===== src/rtl/alu_arbiter.sv =====
// Round-robin arbiter sharing one fixed-latency ALU among NUM_REQ requesters, one op in flight.
// Optional macro ALU_ARB_PRIO_EN: requester 0 always wins in IDLE and leaves rr_ptr untouched.
module alu_arbiter #(
    parameter int unsigned NUM_REQ     = 4,
    parameter int unsigned DATA_WIDTH  = 12,
    parameter int unsigned ALU_LATENCY = 2,
    parameter int unsigned ID_WIDTH    = $clog2(NUM_REQ)
) (
    input  logic                          clk_in,
    input  logic                          rst_n,
    input  logic [NUM_REQ-1:0]            req_valid,
    input  logic [NUM_REQ*DATA_WIDTH-1:0] req_data,
    output logic [NUM_REQ-1:0]            req_ready,
    output logic                          alu_start,
    output logic [DATA_WIDTH-1:0]         alu_operand,
    input  logic [DATA_WIDTH-1:0]         alu_result,
    output logic                          rsp_valid,
    output logic [ID_WIDTH-1:0]           rsp_id,
    output logic [DATA_WIDTH-1:0]         rsp_data,
    input  logic                          rsp_ready,
    output logic                          busy
);

    localparam int unsigned CntWidth = $clog2(ALU_LATENCY + 1);

    typedef enum logic [1:0] {
        StIdle,
        StIssue,
        StWait,
        StResp
    } state_e;

    state_e                r_state;
    state_e                w_state_next;
    logic [ID_WIDTH-1:0]   r_rr_ptr;
    logic [CntWidth-1:0]   r_cnt;
    logic [DATA_WIDTH-1:0] r_operand;
    logic [ID_WIDTH-1:0]   r_rsp_id;
    logic [DATA_WIDTH-1:0] r_rsp_data;

    logic                  w_found;
    logic [ID_WIDTH-1:0]   w_gnt_idx;
    logic [ID_WIDTH-1:0]   w_idx;
    logic [NUM_REQ-1:0]    w_grant;
    logic [ID_WIDTH-1:0]   w_ptr_next;

    // First valid requester at or above rr_ptr, wrapping.
    always_comb begin
        w_found   = 1'b0;
        w_gnt_idx = '0;
        w_idx     = '0;
        w_grant   = '0;
        for (int unsigned i = 0; i < NUM_REQ; i++) begin
            w_idx = ID_WIDTH'((32'(r_rr_ptr) + i) % NUM_REQ);
            if (!w_found && req_valid[w_idx]) begin
                w_found   = 1'b1;
                w_gnt_idx = w_idx;
            end
        end
`ifdef ALU_ARB_PRIO_EN
        if (req_valid[0]) begin
            w_found   = 1'b1;
            w_gnt_idx = '0;
        end
`endif
        if (r_state == StIdle && w_found) begin
            w_grant[w_gnt_idx] = 1'b1;
        end
    end

    always_comb begin
        w_ptr_next = ID_WIDTH'((32'(r_rsp_id) + 1) % NUM_REQ);
`ifdef ALU_ARB_PRIO_EN
        if (r_rsp_id == '0) begin
            w_ptr_next = r_rr_ptr;
        end
`endif
    end

    always_comb begin
        w_state_next = r_state;
        unique case (r_state)
            StIdle:  if (w_found) w_state_next = StIssue;
            StIssue: w_state_next = StWait;
            StWait:  if (r_cnt == CntWidth'(1)) w_state_next = StResp;
            StResp:  if (rsp_ready) w_state_next = StIdle;
            default: w_state_next = StIdle;
        endcase
    end

    always_ff @(posedge clk_in) begin
        if (rst_n) begin
            r_state <= StIdle;
        end else begin
            r_state <= w_state_next;
        end
    end

    always_ff @(posedge clk_in) begin
        if (rst_n) begin
            r_rr_ptr   <= '0;
            r_cnt      <= '0;
            r_operand  <= '0;
            r_rsp_id   <= '0;
            r_rsp_data <= '0;
        end else begin
            case (r_state)
                StIdle: begin
                    if (w_found) begin
                        r_operand <= req_data[32'(w_gnt_idx) * DATA_WIDTH +: DATA_WIDTH];
                        r_rsp_id  <= w_gnt_idx;
                    end
                end
                StIssue: r_cnt <= CntWidth'(ALU_LATENCY);
                StWait: begin
                    r_cnt <= r_cnt - CntWidth'(1);
                    if (r_cnt == CntWidth'(1)) begin
                        r_rsp_data <= alu_result;
                    end
                end
                StResp: begin
                    if (rsp_ready) begin
                        r_rr_ptr <= w_ptr_next;
                    end
                end
                default: ;
            endcase
        end
    end

    assign req_ready   = w_grant;
    assign alu_start   = (r_state == StIssue);
    assign alu_operand = r_operand;
    assign rsp_valid   = (r_state == StResp);
    assign rsp_id      = r_rsp_id;
    assign rsp_data    = r_rsp_data;
    assign busy        = (r_state != StIdle);

endmodule


===== config.mk =====
export PLATFORM = sky130hd
export DESIGN_NAME = alu_arbiter
export DESIGN_NICKNAME = d
export VERILOG_FILES = /design/src/rtl/alu_arbiter.sv
export SDC_FILE = /design/constraint.sdc
export NUM_CORES = 1
export LEC_CHECK = 0
export CORE_MARGIN = 1
export CORE_UTILIZATION = 42
export CTS_CLUSTER_SIZE = 8
export DETAILED_ROUTE_END_ITERATION = 8
export PLACE_DENSITY_LB_ADDON = 0.3
export SYNTH_ARGS = -nofsm -noshare
export SYNTH_HDL_FRONTEND = slang
export SYNTH_SLANG_ARGS = --single-unit

===== constraint.sdc =====
create_clock -name clk_in -period 4.1 [get_ports clk_in]
set_input_delay 0.41 -clock clk_in [delete_from_list [all_inputs] [get_ports clk_in]]
set_output_delay 0.41 -clock clk_in [all_outputs]
set_load 0.02 [all_outputs]

==> results of run 1 <==
## power groups by stage
stage | registers, uW | logic (uW) | clock network, uW
after floorplan | 478 | 317 | 0
after global placement | 423 | 591 | 0
after detailed placement | 425 | 596 | 0
after CTS | 419 | 599 | 306
after global routing | 427 | 643 | 323
final | 419 | 592 | 296
## cells in the mapped netlist
cell type  count  area share (%)
a21oi_1       18             5.0
nand2_1       27             5.6
buf_6          2             1.2
o221ai_2      11             9.1
nor2_8         1             1.1
buf_2          1            0.28
clkbuf_1       5             1.0
nand2b_1       1            0.35
nor2_4         1            0.62
nor3_1         5             1.4
xnor2_1        1            0.48
a311oi_1       2            0.97
o22ai_1        3             1.0
mux2_2         1            0.62
o21a_1         1            0.41
dfxtp_1       32              35
o22a_1         1            0.48
o22ai_2        1            0.69
ha_1           6             4.1
inv_1          7             1.4
or4_4          1            0.62
and2_1         3             1.0
nand3b_1      12             5.0
nor2_1         6             1.2
mux2i_1       27              15
buf_12         1             1.1
buf_8          2             1.7
a21oi_4        1            0.90
o221ai_1       1            0.48
nand2_4        3             1.9
## state kept, by name, summed over array words and instances, names as in the netlist
signal and cells:
alu_operand 12, rsp_data 12, r_state 2, r_rr_ptr 2, rsp_id 2, r_cnt 2
## worst max-delay path, stage by stage
cell             delay (ns)
clkdlybuf4s50_1        0.50
or4_4                  0.57
nand2_4                0.21
nor3_1                 0.11
and2_1                 0.18
clkdlybuf4s50_1        0.53
## layer usage
metal	routed length [um]	share of wire, %
met1	1830	42
met2	2180	50
met3	295	6.8
met4	45	1.0
met5	0	0
## path summary, 6_finish.rpt
path	endpoint	slack, ns	cells after the start
setup reg to reg	alu_operand[10]	2.21	5
setup / recovery	req_ready[3]	1.18	6
hold reg to reg	rsp_data[6]	0.45	2
hold / removal	rsp_data[6]	0.45	2
## through the flow
step	instances	hold WS [ns]	area [um2]
3_5_place_dp	323	0.446	2780
4_1_cts	331	0.455	2890
3_3_place_gp	323	0.442	2780
2_1_floorplan	184	0.470	1810
5_1_grt	331	0.473	2890
6_report	331	0.454	2890
## cell families (layout without fill, tap and decap cells)
family,count (synthesis),in the layout,share of synthesized area (%)
and+or+nand+nor,60,60,18.8
AOI/OAI and AO/OA,39,39,19.0
buffers and inverters,18,115,6.76
adders and majority gates,6,6,4.14
muxes,28,28,15.5
DFF,32,32,35.3
xor gates and xnor gates,1,1,0.483
## area by class of cell
class                   count  share of cell area [%]
clock buffers               6                    2.51
clock inverters             2                    1.21
inverters                   7                   0.910
multi-input cells         134                    36.4
flip-flops and latches     32                    22.2
well taps                  50                    2.17
repair buffers            100                    34.6
==> results.sh, run 1 <==
export IMPL_status="finished clean"
export IMPL_combPwrFrac_pct=45.3
export IMPL_drtAntennaViolNets=0
export IMPL_fp_dieH_um=67.7
export IMPL_core_mm2=0.00409
export IMPL_grt_max_degree=34
export IMPL_gp_congestion=0.723
export IMPL_clkSlewWorstSetupHoldPaths_ns=0.06
export IMPL_top_usage_layer="met2"
export IMPL_setup_tns_ns=0
export IMPL_switching_share_pct=35.1
export IMPL_syn_to_final_growth_pct=59.1
export IMPL_n_antenna_cell=0
export IMPL_regArea_um2=641
export IMPL_layout_common_cells="clkdlybuf4s50_1 (99), dfxtp_1 (32), nand2_1 (27), mux2i_1 (27), a21oi_1 (18)"
export IMPL_ys_ff_latch=32
export IMPL_cts_root_buffer="clkbuf_8"
export IMPL_ys_seq_area_share_pct=35.3
export IMPL_finalCritPeriodShare_pct=71.3
export IMPL_cts_made_buffers=5
export IMPL_drt_vias_per_instance=5.09
export IMPL_reg2reg_from="r_rr_ptr[1]"
export IMPL_min_period_ns=2.92
export IMPL_power_uw=1310
export IMPL_critPathMaxFanout=18
export IMPL_fin_util_pct=70.6
export IMPL_yosys_warnings=0
export IMPL_wire_per_inst_um=13.1
export IMPL_fmax_mhz=342
export IMPL_startpoint="req_valid[1]"
export IMPL_synth_area_mm2=0.00181
export IMPL_met3_usage_pct=5.91
export IMPL_power_density_mw_per_mm2=453
export IMPL_grt_use_met2_pct=31.7
export IMPL_net_switching_power_uw=458
export IMPL_post_cts_setup_buffer_count=0
export IMPL_die_w_um=67.7
export IMPL_place_worst_setup_slack_ns=1.17
export IMPL_fin_worst_skew_ns=0.00484
export IMPL_initial_core_util_pct=44.4
export IMPL_ir_drop_mv=0.263
export IMPL_power_frac_seq_pct=32.1
export IMPL_endpoint_kind="output port"
export IMPL_wl_um=4350
export IMPL_grt_overflow=0
export IMPL_grt_use_total_pct=19.6
export IMPL_grt_pass1_wl_um=6750
export IMPL_worst_slack_ns=1.18
export IMPL_dr_pass1_iters=4
export IMPL_p_clk_share_pct=22.6
export IMPL_hold_start="rsp_data[6]"
export IMPL_drv_slew=0
export IMPL_clkSinkCount=32
export IMPL_cts_tree="done"
export IMPL_grt_pass1_vias=1522
export IMPL_power_internal_uw=849
export IMPL_h_tree_depth=2
export IMPL_cellLeakagePower_uw=0.00105
export IMPL_drt_iter0_markers=42
export IMPL_io_pins=100
export IMPL_rsz0062_at_grt="false"
export IMPL_layout_commonest_cell="clkdlybuf4s50_1"
export IMPL_synthDistinctLibCells=30
export IMPL_die_area_mm2=0.00459
export IMPL_drive_gt1_share_pct=9.96
export IMPL_required_ns=3.69
export IMPL_use_met1_pct=24.0
export IMPL_port_buffers=99
export IMPL_ctsHoldBuffers=0
export IMPL_cts_buffer_depth=2
export IMPL_hold_viol_final=0
export IMPL_drc=0
export IMPL_syn_avg_cell_area_um2=9.86
export IMPL_clk_latency_ns=0.28
export IMPL_netlist_instances=184
export IMPL_cp_data_arrival_time_ns=2.51
export IMPL_path_class="in -> out"
export IMPL_via_count=1685
export IMPL_setup_violations=0
export IMPL_cp_start_kind="input pin"
export IMPL_multiInputGateArea_mm2=0.00105
export IMPL_hpwl_um=3280
export IMPL_syn_nets=257
export IMPL_final_nets=353
export IMPL_tightestPinTransition_ns=0.532
export IMPL_antenna_found_initial=0
export IMPL_fp_row_count=23
export IMPL_n_fill_cell=332
export IMPL_max_slew_margin_rel_pct=64.6
export IMPL_cts_resized=0
export IMPL_cap_violations=0
export IMPL_min_path_type="reg -> reg"
(Power assumes the default switching activity.)
==> run 2, diff against run 1 <==
--- a/config.mk
+++ b/config.mk
@@ -6,7 +6,7 @@
 export NUM_CORES = 1
 export LEC_CHECK = 0
 export CORE_MARGIN = 1
-export CORE_UTILIZATION = 42
+export CORE_UTILIZATION = 39
 export CTS_CLUSTER_SIZE = 8
 export DETAILED_ROUTE_END_ITERATION = 8
 export PLACE_DENSITY_LB_ADDON = 0.3
==> constraint.sdc (replaced) <==
create_clock -name clk_in -period 2.7 [get_ports clk_in]
set_input_delay 0.27 -clock clk_in [delete_from_list [all_inputs] [get_ports clk_in]]
set_output_delay 0.27 -clock clk_in [all_outputs]
set_load 0.02 [all_outputs]
==> run 2 against run 1 <==
Count of clock-buffer cells in the layout decreased by 1; cell area increased by 0.74%; non-clock buffer count increased by 2; total power increased by 53%; worst hold slack improved by 0.00087 ns; global-route usage decreased by 0.28 points; sequential power increased by 51%; largest cell class unchanged.
==> results.sh, run 2 (synthesized netlist as in run 1, its figures left out) <==
export IMPL_ir_drop_mv=0.422
export IMPL_die_area_mm2=0.00493
export IMPL_port_buffers=99
export IMPL_reg2reg_from="r_rr_ptr[1]"
export IMPL_h_tree_depth=2
export IMPL_net_switching_power_uw=706
export IMPL_max_slew_margin_rel_pct=71.3
export IMPL_antenna_found_initial=0
export IMPL_wl_um=4630
export IMPL_critPathMaxFanout=4
export IMPL_reg2reg_to="alu_operand[10]"
export IMPL_fin_worst_skew_ns=0.00445
export IMPL_ctsHoldBuffers=0
export IMPL_drv_slew=0
export IMPL_hpwl_um=3440
export IMPL_fin_util_pct=65.9
export IMPL_clk_latency_ns=0.28
export IMPL_cp_data_arrival_time_ns=2.27
export IMPL_tightestPinTransition_ns=0.430
export IMPL_path_class="in -> out"
export IMPL_cts_resized=0
export IMPL_n_fill_cell=374
export IMPL_final_nets=355
export IMPL_cellLeakagePower_uw=0.00106
export IMPL_gp_congestion=0.788
export IMPL_cts_tree="done"
export IMPL_fp_row_count=24
export IMPL_switching_share_pct=35.2
export IMPL_die_w_um=70.2
export IMPL_place_worst_setup_slack_ns=0.180
export IMPL_wire_per_inst_um=13.8
export IMPL_p_clk_share_pct=22.6
export IMPL_grt_pass1_wl_um=7510
export IMPL_whs_endpoint="rsp_data[11]"
export IMPL_cts_made_buffers=5
export IMPL_cap_violations=0
export IMPL_power_frac_seq_pct=31.5
export IMPL_setup_tns_ns=0
export IMPL_cp_start_kind="input pin"
export IMPL_required_ns=2.43
export IMPL_initial_core_util_pct=41.1
export IMPL_grt_use_total_pct=19.4
export IMPL_grt_overflow=0
export IMPL_status="finished clean"
export IMPL_rr_worst_depth=6
export IMPL_power_internal_uw=1300
export IMPL_layout_commonest_cell="clkdlybuf4s50_1"
export IMPL_hold_viol_final=0
export IMPL_worst_slack_ns=0.162
export IMPL_finalCritPeriodShare_pct=94.0
export IMPL_syn_to_final_growth_pct=60.3
export IMPL_hold_depth=2
export IMPL_fp_dieH_um=70.2
export IMPL_min_path_type="reg -> reg"
export IMPL_clkSinkCount=32
export IMPL_drive_gt1_share_pct=11.0
export IMPL_hold_start="rsp_data[11]"
export IMPL_n_antenna_cell=0
export IMPL_drtAntennaViolNets=0
export IMPL_core_mm2=0.00441
export IMPL_endpoint_kind="output port"
export IMPL_drt_vias_per_instance=5.00
export IMPL_dr_pass1_iters=4
export IMPL_fmax_mhz=394
export IMPL_post_cts_setup_buffer_count=0
export IMPL_dpl_cell_area_mm2=0.00280
export IMPL_final_area_mm2=0.00291
export IMPL_setup_violations=0
export IMPL_layout_common_cells="clkdlybuf4s50_1 (99), dfxtp_1 (32), nand2_1 (27), mux2i_1 (27), a21oi_1 (18)"
export IMPL_cts_root_buffer="clkbuf_8"
export IMPL_power_uw=2010
export IMPL_drc=0
export IMPL_io_pins=100
export IMPL_grt_max_degree=33
export IMPL_rrSetupSlack_ns=0.77
export IMPL_combPwrFrac_pct=45.8
export IMPL_cts_buffer_depth=2
export IMPL_rsz0062_at_grt="false"
export IMPL_via_count=1675
export IMPL_clkSlewWorstSetupHoldPaths_ns=0.07
export IMPL_grt_pass1_vias=1648
export IMPL_drt_iter0_markers=44
export IMPL_min_period_ns=2.54
export IMPL_power_density_mw_per_mm2=690
-- run 2: routing by layer --
metal / wire, um / GRT usage [%] / up-vias
met3: 271 / 6.64 / 2
met4: 29 / 6.00 / 0
met1: 2040 / 23.2 / 768
met5: 0 / 0 / -
met2: 2290 / 32.5 / 48
li1: - / - / 857
-- run 2: per-stage QoR --
| step | cells | hold slack, ns |
|---|---|---|
| 2_1_floorplan | 184 | 0.387 |
| 4_1_cts | 335 | 0.457 |
| 3_5_place_dp | 327 | 0.449 |
| 3_3_place_gp | 327 | 0.442 |
| 5_1_grt | 335 | 0.479 |
| 6_report | 335 | 0.455 |
-- run 2: worst max path at each step --
stage | from | endpoint | slack [ns] | cells after the start
3_3_place_gp | req_valid[1] | req_ready[0] | 0.19 | 6
2_1_floorplan | r_rr_ptr[1] | req_ready[0] | 0.93 | 6
4_1_cts | req_valid[1] | req_ready[0] | 0.15 | 6
5_1_grt | req_valid[1] | req_ready[0] | 0.05 | 6
3_5_place_dp | req_valid[1] | req_ready[0] | 0.18 | 6
6_report | req_valid[1] | req_ready[0] | 0.16 | 6
-- run 2: cell type report --
type / instances / area [um2] / area share [%]
Sequential cell: 32 / 641 / 22.0
Clock inverter: 3 / 42.5 / 1.46
Inverter: 7 / 26.3 / 0.904
Timing Repair Buffer: 102 / 1010 / 34.9
Tap cell: 52 / 65.1 / 2.24
Clock buffer: 5 / 68.8 / 2.37
Multi-Input combinational cell: 134 / 1050 / 36.1
-- run 2: critical path, stage by stage --
cell             delay, ns
clkdlybuf4s50_1       0.58
a21oi_1               0.06
o21a_1                0.18
o22a_1                0.26
nor3_1                0.24
clkdlybuf4s50_1       0.67
-- run 2: power groups by stage --
stage          sequential [uW]  clock, uW  combinational [uW]
5_1_grt                    645        493                 992
3_5_place_dp               642          0                 924
2_1_floorplan              726          0                 481
6_report                   633        454                 919
4_1_cts                    633        471                 927
3_3_place_gp               640          0                 916
==> run 3, diff against run 2 <==
--- a/config.mk
+++ b/config.mk
@@ -5,11 +5,13 @@
 export SDC_FILE = /design/constraint.sdc
 export NUM_CORES = 1
 export LEC_CHECK = 0
+export CAP_MARGIN = 20
 export CORE_MARGIN = 1
 export CORE_UTILIZATION = 39
 export CTS_CLUSTER_SIZE = 8
 export DETAILED_ROUTE_END_ITERATION = 8
 export PLACE_DENSITY_LB_ADDON = 0.3
+export SKIP_CTS_REPAIR_TIMING = 1
 export SYNTH_ARGS = -nofsm -noshare
 export SYNTH_HDL_FRONTEND = slang
 export SYNTH_SLANG_ARGS = --single-unit
==> results of run 3 <==
No change in the layout: final DEF, timing and power equal those of run 2.
